<file path="config.mk">
export PLATFORM = sky130hd
export DESIGN_NAME = uart_tx_desc_scheduler_flat
export DESIGN_NICKNAME = d
export VERILOG_FILES = /design/src/rtl/uart_tx_desc_scheduler_if.sv /design/src/rtl/uart_tx_desc_scheduler.sv /design/src/flat_wrapper.sv
export SDC_FILE = /design/constraint.sdc
export NUM_CORES = 1
export LEC_CHECK = 0
export ABC_AREA = 0
export CELL_PAD_IN_SITES_DETAIL_PLACEMENT = 0
export CELL_PAD_IN_SITES_GLOBAL_PLACEMENT = 2
export CORE_UTILIZATION = 36
export CTS_CLUSTER_SIZE = 16
export DETAILED_ROUTE_END_ITERATION = 8
export GPL_TIMING_DRIVEN = 0
export PLACE_DENSITY_LB_ADDON = 0.1
export SLEW_MARGIN = 5
export SYNTH_ARGS = -nofsm -noshare
export SYNTH_HDL_FRONTEND = slang
export SYNTH_SLANG_ARGS = --single-unit
export TNS_END_PERCENT = 20
</file>
<file path="constraint.sdc">
create_clock -name clk -period 2.5 [get_ports clk]
set_input_delay 0.25 -clock clk [delete_from_list [all_inputs] [get_ports clk]]
set_output_delay 0.25 -clock clk [all_outputs]
set_load 0.02 [all_outputs]
</file>
<file path="src/rtl/uart_tx_desc_scheduler_if.sv">
// Descriptor channel between host logic and uart_tx_desc_scheduler.
//   desc_valid      host offers a descriptor
//   desc_ready      scheduler accepts on desc_valid & desc_ready
//   desc_start_addr first memory line address
//   desc_addr_inc   address step per line
//   desc_bpl        log2 bytes per line
//   desc_lines      lines to copy (0 is rejected)
// master = host side, slave = scheduler side.
interface uart_tx_desc_scheduler_if;
  logic        desc_valid;
  logic        desc_ready;
  logic [15:0] desc_start_addr;
  logic [3:0]  desc_addr_inc;
  logic [1:0]  desc_bpl;
  logic [3:0]  desc_lines;

  modport master (
    output desc_valid, desc_start_addr, desc_addr_inc, desc_bpl, desc_lines,
    input  desc_ready
  );

  modport slave (
    input  desc_valid, desc_start_addr, desc_addr_inc, desc_bpl, desc_lines,
    output desc_ready
  );
endinterface

</file>
<file path="src/rtl/uart_tx_desc_scheduler.sv">
// Descriptor scheduler for the UART TX buffer autoreader. Queues host
// descriptors, launches them one at a time into the autoreader and tracks
// each transfer until all lines were requested and the TX FIFO drained.
// Ports:
//   clk, rst            clock, synchronous active-high reset
//   desc                descriptor channel (slave modport)
//   enable              permit launching new descriptors
//   abort               flush pending queue (in-flight transfer completes)
//   irq_clr             clear sticky irq
//   load_begin          one-cycle start pulse to the autoreader
//   start_addr,addr_inc autoreader config, held until the next launch
//   data_struct         {lines, 1'b0, bpl}
//   rdr_mem_read_req    autoreader line-request pulse
//   rdr_fifo_empty      autoreader FIFO empty
//   busy                transfer in progress
//   queue_count         pending descriptors
//   done_pulse          one cycle per completed descriptor
//   err_pulse           one cycle per rejected (zero-line) descriptor
//   irq                 sticky, set by done_pulse/err_pulse
module uart_tx_desc_scheduler #(
  parameter int unsigned DEPTH = 4,
  parameter int unsigned CW    = 3
) (
  input  logic                    clk,
  input  logic                    rst,
  uart_tx_desc_scheduler_if.slave desc,
  input  logic                    enable,
  input  logic                    abort,
  input  logic                    irq_clr,
  output logic                    load_begin,
  output logic [15:0]             start_addr,
  output logic [3:0]              addr_inc,
  output logic [6:0]              data_struct,
  input  logic                    rdr_mem_read_req,
  input  logic                    rdr_fifo_empty,
  output logic                    busy,
  output logic [CW-1:0]           queue_count,
  output logic                    done_pulse,
  output logic                    err_pulse,
  output logic                    irq
);
  localparam int unsigned IW = CW - 1;

  typedef enum logic [2:0] {IDLE, LAUNCH, RUN, SETTLE, DRAIN} state_t;

  state_t        state;
  logic [25:0]   q_mem [DEPTH];
  logic [CW-1:0] wptr;
  logic [CW-1:0] rptr;
  logic [3:0]    line_cnt;
  logic [3:0]    settle_cnt;
  logic          hs;
  logic          push;
  logic          pop;
  logic [25:0]   head;

  assign desc.desc_ready = !rst && !abort && (queue_count < CW'(DEPTH));

  // busy stays high in the IDLE cycle carrying done_pulse, which keeps the
  // autoreader one full idle cycle before the next load_begin.
  always_comb begin
    hs   = desc.desc_valid && desc.desc_ready;
    push = hs && (desc.desc_lines != '0);
    pop  = (state == IDLE) && !busy && enable && (queue_count != '0) && !abort;
    head = q_mem[rptr[IW-1:0]];
  end

  // entry layout: {addr[15:0], inc[3:0], bpl[1:0], lines[3:0]}
  always_ff @(posedge clk) begin
    if (push) begin
      q_mem[wptr[IW-1:0]] <= {desc.desc_start_addr, desc.desc_addr_inc,
                              desc.desc_bpl, desc.desc_lines};
    end
  end

  // abort never coincides with push because desc_ready is low during abort
  always_ff @(posedge clk) begin
    if (rst) begin
      wptr        <= '0;
      rptr        <= '0;
      queue_count <= '0;
      err_pulse   <= 1'b0;
    end else begin
      err_pulse <= hs && (desc.desc_lines == '0);
      if (push) wptr <= wptr + CW'(1);
      if (abort) begin
        rptr        <= wptr;
        queue_count <= '0;
      end else begin
        if (pop) rptr <= rptr + CW'(1);
        if (push && !pop)      queue_count <= queue_count + CW'(1);
        else if (pop && !push) queue_count <= queue_count - CW'(1);
      end
    end
  end

  always_ff @(posedge clk) begin
    if (rst) begin
      state       <= IDLE;
      load_begin  <= 1'b0;
      busy        <= 1'b0;
      done_pulse  <= 1'b0;
      irq         <= 1'b0;
      start_addr  <= '0;
      addr_inc    <= '0;
      data_struct <= '0;
      line_cnt    <= '0;
      settle_cnt  <= '0;
    end else begin
      load_begin <= 1'b0;
      done_pulse <= 1'b0;
      irq        <= done_pulse || err_pulse || (irq && !irq_clr);
      case (state)
        IDLE: begin
          busy <= 1'b0;
          if (pop) begin
            start_addr  <= head[25:10];
            addr_inc    <= head[9:6];
            data_struct <= {head[3:0], 1'b0, head[5:4]};
            load_begin  <= 1'b1;
            busy        <= 1'b1;
            state       <= LAUNCH;
          end
        end
        LAUNCH: begin
          line_cnt <= rdr_mem_read_req ? 4'd1 : 4'd0;
          state    <= RUN;
        end
        RUN: begin
          if (line_cnt == data_struct[6:3]) begin
            // covers the byte writes trailing the last line request
            settle_cnt <= (4'd1 << data_struct[1:0]) + 4'd2;
            state      <= SETTLE;
          end else if (rdr_mem_read_req) begin
            line_cnt <= line_cnt + 4'd1;
          end
        end
        SETTLE: begin
          settle_cnt <= settle_cnt - 4'd1;
          if (settle_cnt <= 4'd1) state <= DRAIN;
        end
        DRAIN: begin
          if (rdr_fifo_empty) begin
            done_pulse <= 1'b1;
            state      <= IDLE;
          end
        end
        default: state <= IDLE;
      endcase
    end
  end
endmodule

</file>
<file path="src/flat_wrapper.sv">
// flat-port wrapper written by rule: the top's interface ports become plain ports
module uart_tx_desc_scheduler_flat 
#(
  parameter int unsigned DEPTH = 4,
  parameter int unsigned CW    = 3
)
  (clk, rst, enable, abort, irq_clr, load_begin, start_addr, addr_inc, data_struct, rdr_mem_read_req, rdr_fifo_empty, busy, queue_count, done_pulse, err_pulse, irq, desc_desc_valid, desc_desc_start_addr, desc_desc_addr_inc, desc_desc_bpl, desc_desc_lines, desc_desc_ready);
  uart_tx_desc_scheduler_if desc_i ();
  input  logic clk;
  input  logic rst;
  input  logic enable;
  input  logic abort;
  input  logic irq_clr;
  output logic load_begin;
  output logic [15:0] start_addr;
  output logic [3:0] addr_inc;
  output logic [6:0] data_struct;
  input  logic rdr_mem_read_req;
  input  logic rdr_fifo_empty;
  output logic busy;
  output logic [CW-1:0] queue_count;
  output logic done_pulse;
  output logic err_pulse;
  output logic irq;
  input wire logic [$bits(desc_i.desc_valid)-1:0] desc_desc_valid;
  input wire logic [$bits(desc_i.desc_start_addr)-1:0] desc_desc_start_addr;
  input wire logic [$bits(desc_i.desc_addr_inc)-1:0] desc_desc_addr_inc;
  input wire logic [$bits(desc_i.desc_bpl)-1:0] desc_desc_bpl;
  input wire logic [$bits(desc_i.desc_lines)-1:0] desc_desc_lines;
  output wire logic [$bits(desc_i.desc_ready)-1:0] desc_desc_ready;
  assign desc_i.desc_valid = desc_desc_valid;
  assign desc_i.desc_start_addr = desc_desc_start_addr;
  assign desc_i.desc_addr_inc = desc_desc_addr_inc;
  assign desc_i.desc_bpl = desc_desc_bpl;
  assign desc_i.desc_lines = desc_desc_lines;
  assign desc_desc_ready = desc_i.desc_ready;
  uart_tx_desc_scheduler #(.DEPTH(DEPTH), .CW(CW)) u_core (.clk(clk), .rst(rst), .desc(desc_i), .enable(enable), .abort(abort), .irq_clr(irq_clr), .load_begin(load_begin), .start_addr(start_addr), .addr_inc(addr_inc), .data_struct(data_struct), .rdr_mem_read_req(rdr_mem_read_req), .rdr_fifo_empty(rdr_fifo_empty), .busy(busy), .queue_count(queue_count), .done_pulse(done_pulse), .err_pulse(err_pulse), .irq(irq));
endmodule
</file>
==> results of run 1 <==
## final cells by class
cell class,count,share of cell area [%]
flip-flops and latches,153,53.7
multi-input cells,192,23.6
repair buffers,70,9.13
clock buffers,18,5.61
well taps,216,3.53
clock inverters,14,2.58
plain buffers,19,1.39
inverters,9,0.442
## power by group
group          internal [mW]  switching [mW]
clock                   1.68            1.02
sequential              2.74          0.0206
combinational          0.170           0.170
## repair_timing
action	in CTS	in global routing
endpoints found under the setup margin	2	106
gates resized for setup	1	6
buffers inserted	2	0
pin swaps	1	1
## cell usage in the layout (no fill, tap or decap), types with 2 or more instances in the layout
| master | Yosys | layout |
|---|---|---|
| a2111oi_0 | 2 | 2 |
| a211oi_1 | 2 | 2 |
| a21oi_1 | 12 | 12 |
| a31oi_1 | 2 | 2 |
| and2_2 | 0 | 4 |
| and3_1 | 2 | 2 |
| buf_2 | 3 | 3 |
| buf_4 | 2 | 3 |
| buf_6 | 1 | 2 |
| bufinv_16 | 0 | 4 |
| clkbuf_1 | 11 | 12 |
| clkbuf_16 | 0 | 17 |
| clkdlybuf4s50_1 | 0 | 67 |
| clkinv_4 | 0 | 3 |
| clkinvlp_4 | 0 | 4 |
| dfxtp_1 | 49 | 47 |
| dfxtp_2 | 0 | 2 |
| edfxtp_1 | 104 | 104 |
| ha_1 | 11 | 11 |
| inv_1 | 8 | 8 |
| inv_6 | 0 | 2 |
| mux2i_1 | 29 | 29 |
| mux4_2 | 26 | 26 |
| nand2_1 | 7 | 7 |
| nand2b_1 | 2 | 2 |
| nand4_1 | 4 | 4 |
| nor2_1 | 40 | 40 |
| nor3_1 | 6 | 5 |
| nor3b_1 | 2 | 2 |
| o21ai_0 | 3 | 3 |
| o31ai_1 | 2 | 2 |
| or3_1 | 3 | 3 |
| xnor2_1 | 5 | 5 |
| xor2_1 | 3 | 3 |
## state kept, by name, summed over array words and instances, names as in the netlist
register and flops:
u_core.q_mem 104, u_core.settle_cnt 4, u_core.addr_inc 4, u_core.state 3, u_core.busy 1, u_core.start_addr 16, u_core.irq 1, u_core.line_cnt 4
u_core.wptr 2, u_core.err_pulse 1, u_core.load_begin 1, u_core.done_pulse 1, u_core.data_struct 6, u_core.rptr 2, u_core.queue_count 3
## stage by stage
stage               util (%)  cell area, sq um  setup TNS, ns
finish                  47.5              7650              0
global route            47.5              7650              0
CTS                     47.4              7640              0
detailed placement      43.4              6990         -37.70
global placement        43.4              6990         -90.87
floorplan                  -              6040              0
## routing by layer
layer,vias up,global-route usage [%]
met1,1654,18.7
met2,63,23.3
met3,14,4.01
li1,1610,-
met4,0,6.72
met5,-,0
## worst paths after layout
| path | startpoint | to | slack, ns | cells after the start |
|---|---|---|---|---|
| setup / recovery | u_core.state[2] | u_core.queue_count[2] | 0.17 | 11 |
| hold / removal | abort | u_core.rptr[1] | 0.29 | 2 |
| setup reg to reg | u_core.state[2] | u_core.queue_count[2] | 0.17 | 11 |
| hold reg to reg | u_core.busy | u_core.busy | 0.46 | 2 |
## kinds of logic (layout without fill, tap and decap cells)
| family | Yosys count | after routing | share of synthesized area (%) |
|---|---|---|---|
| buf+inv | 29 | 130 | 2.51 |
| compound gates | 32 | 32 | 3.51 |
| xor+xnor | 8 | 8 | 1.16 |
| mux | 55 | 55 | 14.5 |
| other cells | 1 | 1 | 0.0622 |
| fa+ha+maj | 12 | 12 | 2.61 |
| flops | 153 | 153 | 68.0 |
| simple gates | 84 | 84 | 7.57 |
==> metrics.cfg, run 1 <==
[status]
outcome=completed

[placement]
dp_cells=658
pre_cts_ws_ns=-0.560
hpwl_microns=7440
io_buffer_count=68
gp_congestion=0.748

[pwr]
finalPower_mw=5.80
leakagePower_nw=2.49
powerDensity_nw_per_um2=758
peakVddDrop_mv=0.484

[final_layout]
fillerInstances=1468
fin_nets=508
regArea_sq_um=4110
area_growth_pct=26.8
multiInputGateArea_sq_um=1810
layout-drive-gt1-share_pct=17.1
diodes=0
final_cells=691

[synthesis]
syn-cell-area_sq_um=6030
synth_nets=420
synth.top_cell.area_share_pct=51.8
synthCells=374
yosys.area.top_type=edfxtp_1
ys.flop_type=edfxtp_1
synth_commonest_cells=104 x edfxtp_1, 49 x dfxtp_1, 40 x nor2_1
synthTopCellsByArea=edfxtp_1 52%, dfxtp_1 16%, mux4_2 9.7%
ys_types=54
yosysSeqAreaShare_pct=68.0
synth_warnings=0
yosysMostFrequentCell=edfxtp_1
synth_enable_flop_cells=104
synth_area_per_cell_sq_um=16.1
async_flop_share_pct=0
synth-seq-cells=153

[grt]
antenna_found_initial=2
grt_usage_pct=14.7
grt_pass1_wl_microns=18600
grt_max_degree=27
overflow=0
grt_pass1_vias=3413

[sta]
fin_skew_ns=0.00742
post-route-period-util_pct=93.0
rsz0062_at_grt=no
min_period_ns=2.33
worstMarginPinSlew_ns=1.06
hold_viol_final=0
slew_headroom_pct=29.5
holdWs_ns=0.291
max_freq_ghz=0.430
worst_slack_ns=0.175
setup_violations=0
slew_violations=0

[route]
dr.pass1.iters=4
vias=3341
wl_per_cell_microns=17.1
route.met2.wl_microns=5760
antenna_left=0
via_per_inst=4.84
m1WireLength_microns=5390
drt-total-wl_microns=11800
initialDrtViolationCount=118
route.top_layer_used=met4
drc=0
met3WireLength_microns=465

[floorplan]
row_count=46
start_util_pct=37.4
ios=70
die_x_microns=131
die_h_microns=131
core_region_area_sq_um=16100
dieArea_sq_um=17300

[clock_network]
clkLatencyLatePin_ns=0.42
clock_sinks=153
cts.path.max_buffers=2
cts.clk_slew.worst_paths_ns=0.06
cts_buffers=17
holdBufCountCts=0
htreeDepth=4
tritoncts=done
clockRootBuffer=clkbuf_16

[worst_hold_path]
min_path_type=input port to flip-flop

[job]
maxCapViolations=0

[worst_setup_path]
slowest_stage=or3_4
path_max_fanout=11
crit_type=flip-flop to flip-flop
worstPathCellList=buf_6 -> or3_4 -> nor4_4 -> buf_6 -> inv_2 -> ha_1 -> inv_1 -> fa_1 -> xor2_1 -> or3_1 -> a21oi_1
critPathCaptureType=flip-flop
slowest_delay_ns=0.36
required_ns=2.85
crit_top_cell=buf_6
crit_family=simple AND/OR/NAND/NOR gates
start_kind=flip-flop
critPathBufInv=4
cp_data_arrival_time_ns=2.68

Note: power is estimated with default switching activity, not from simulation.
==> run 2, diff against run 1 <==
GPL_ROUTABILITY_DRIVEN = 0   (was default)
==> results of run 2 <==
No change in the layout: final DEF, timing and power equal those of run 1.
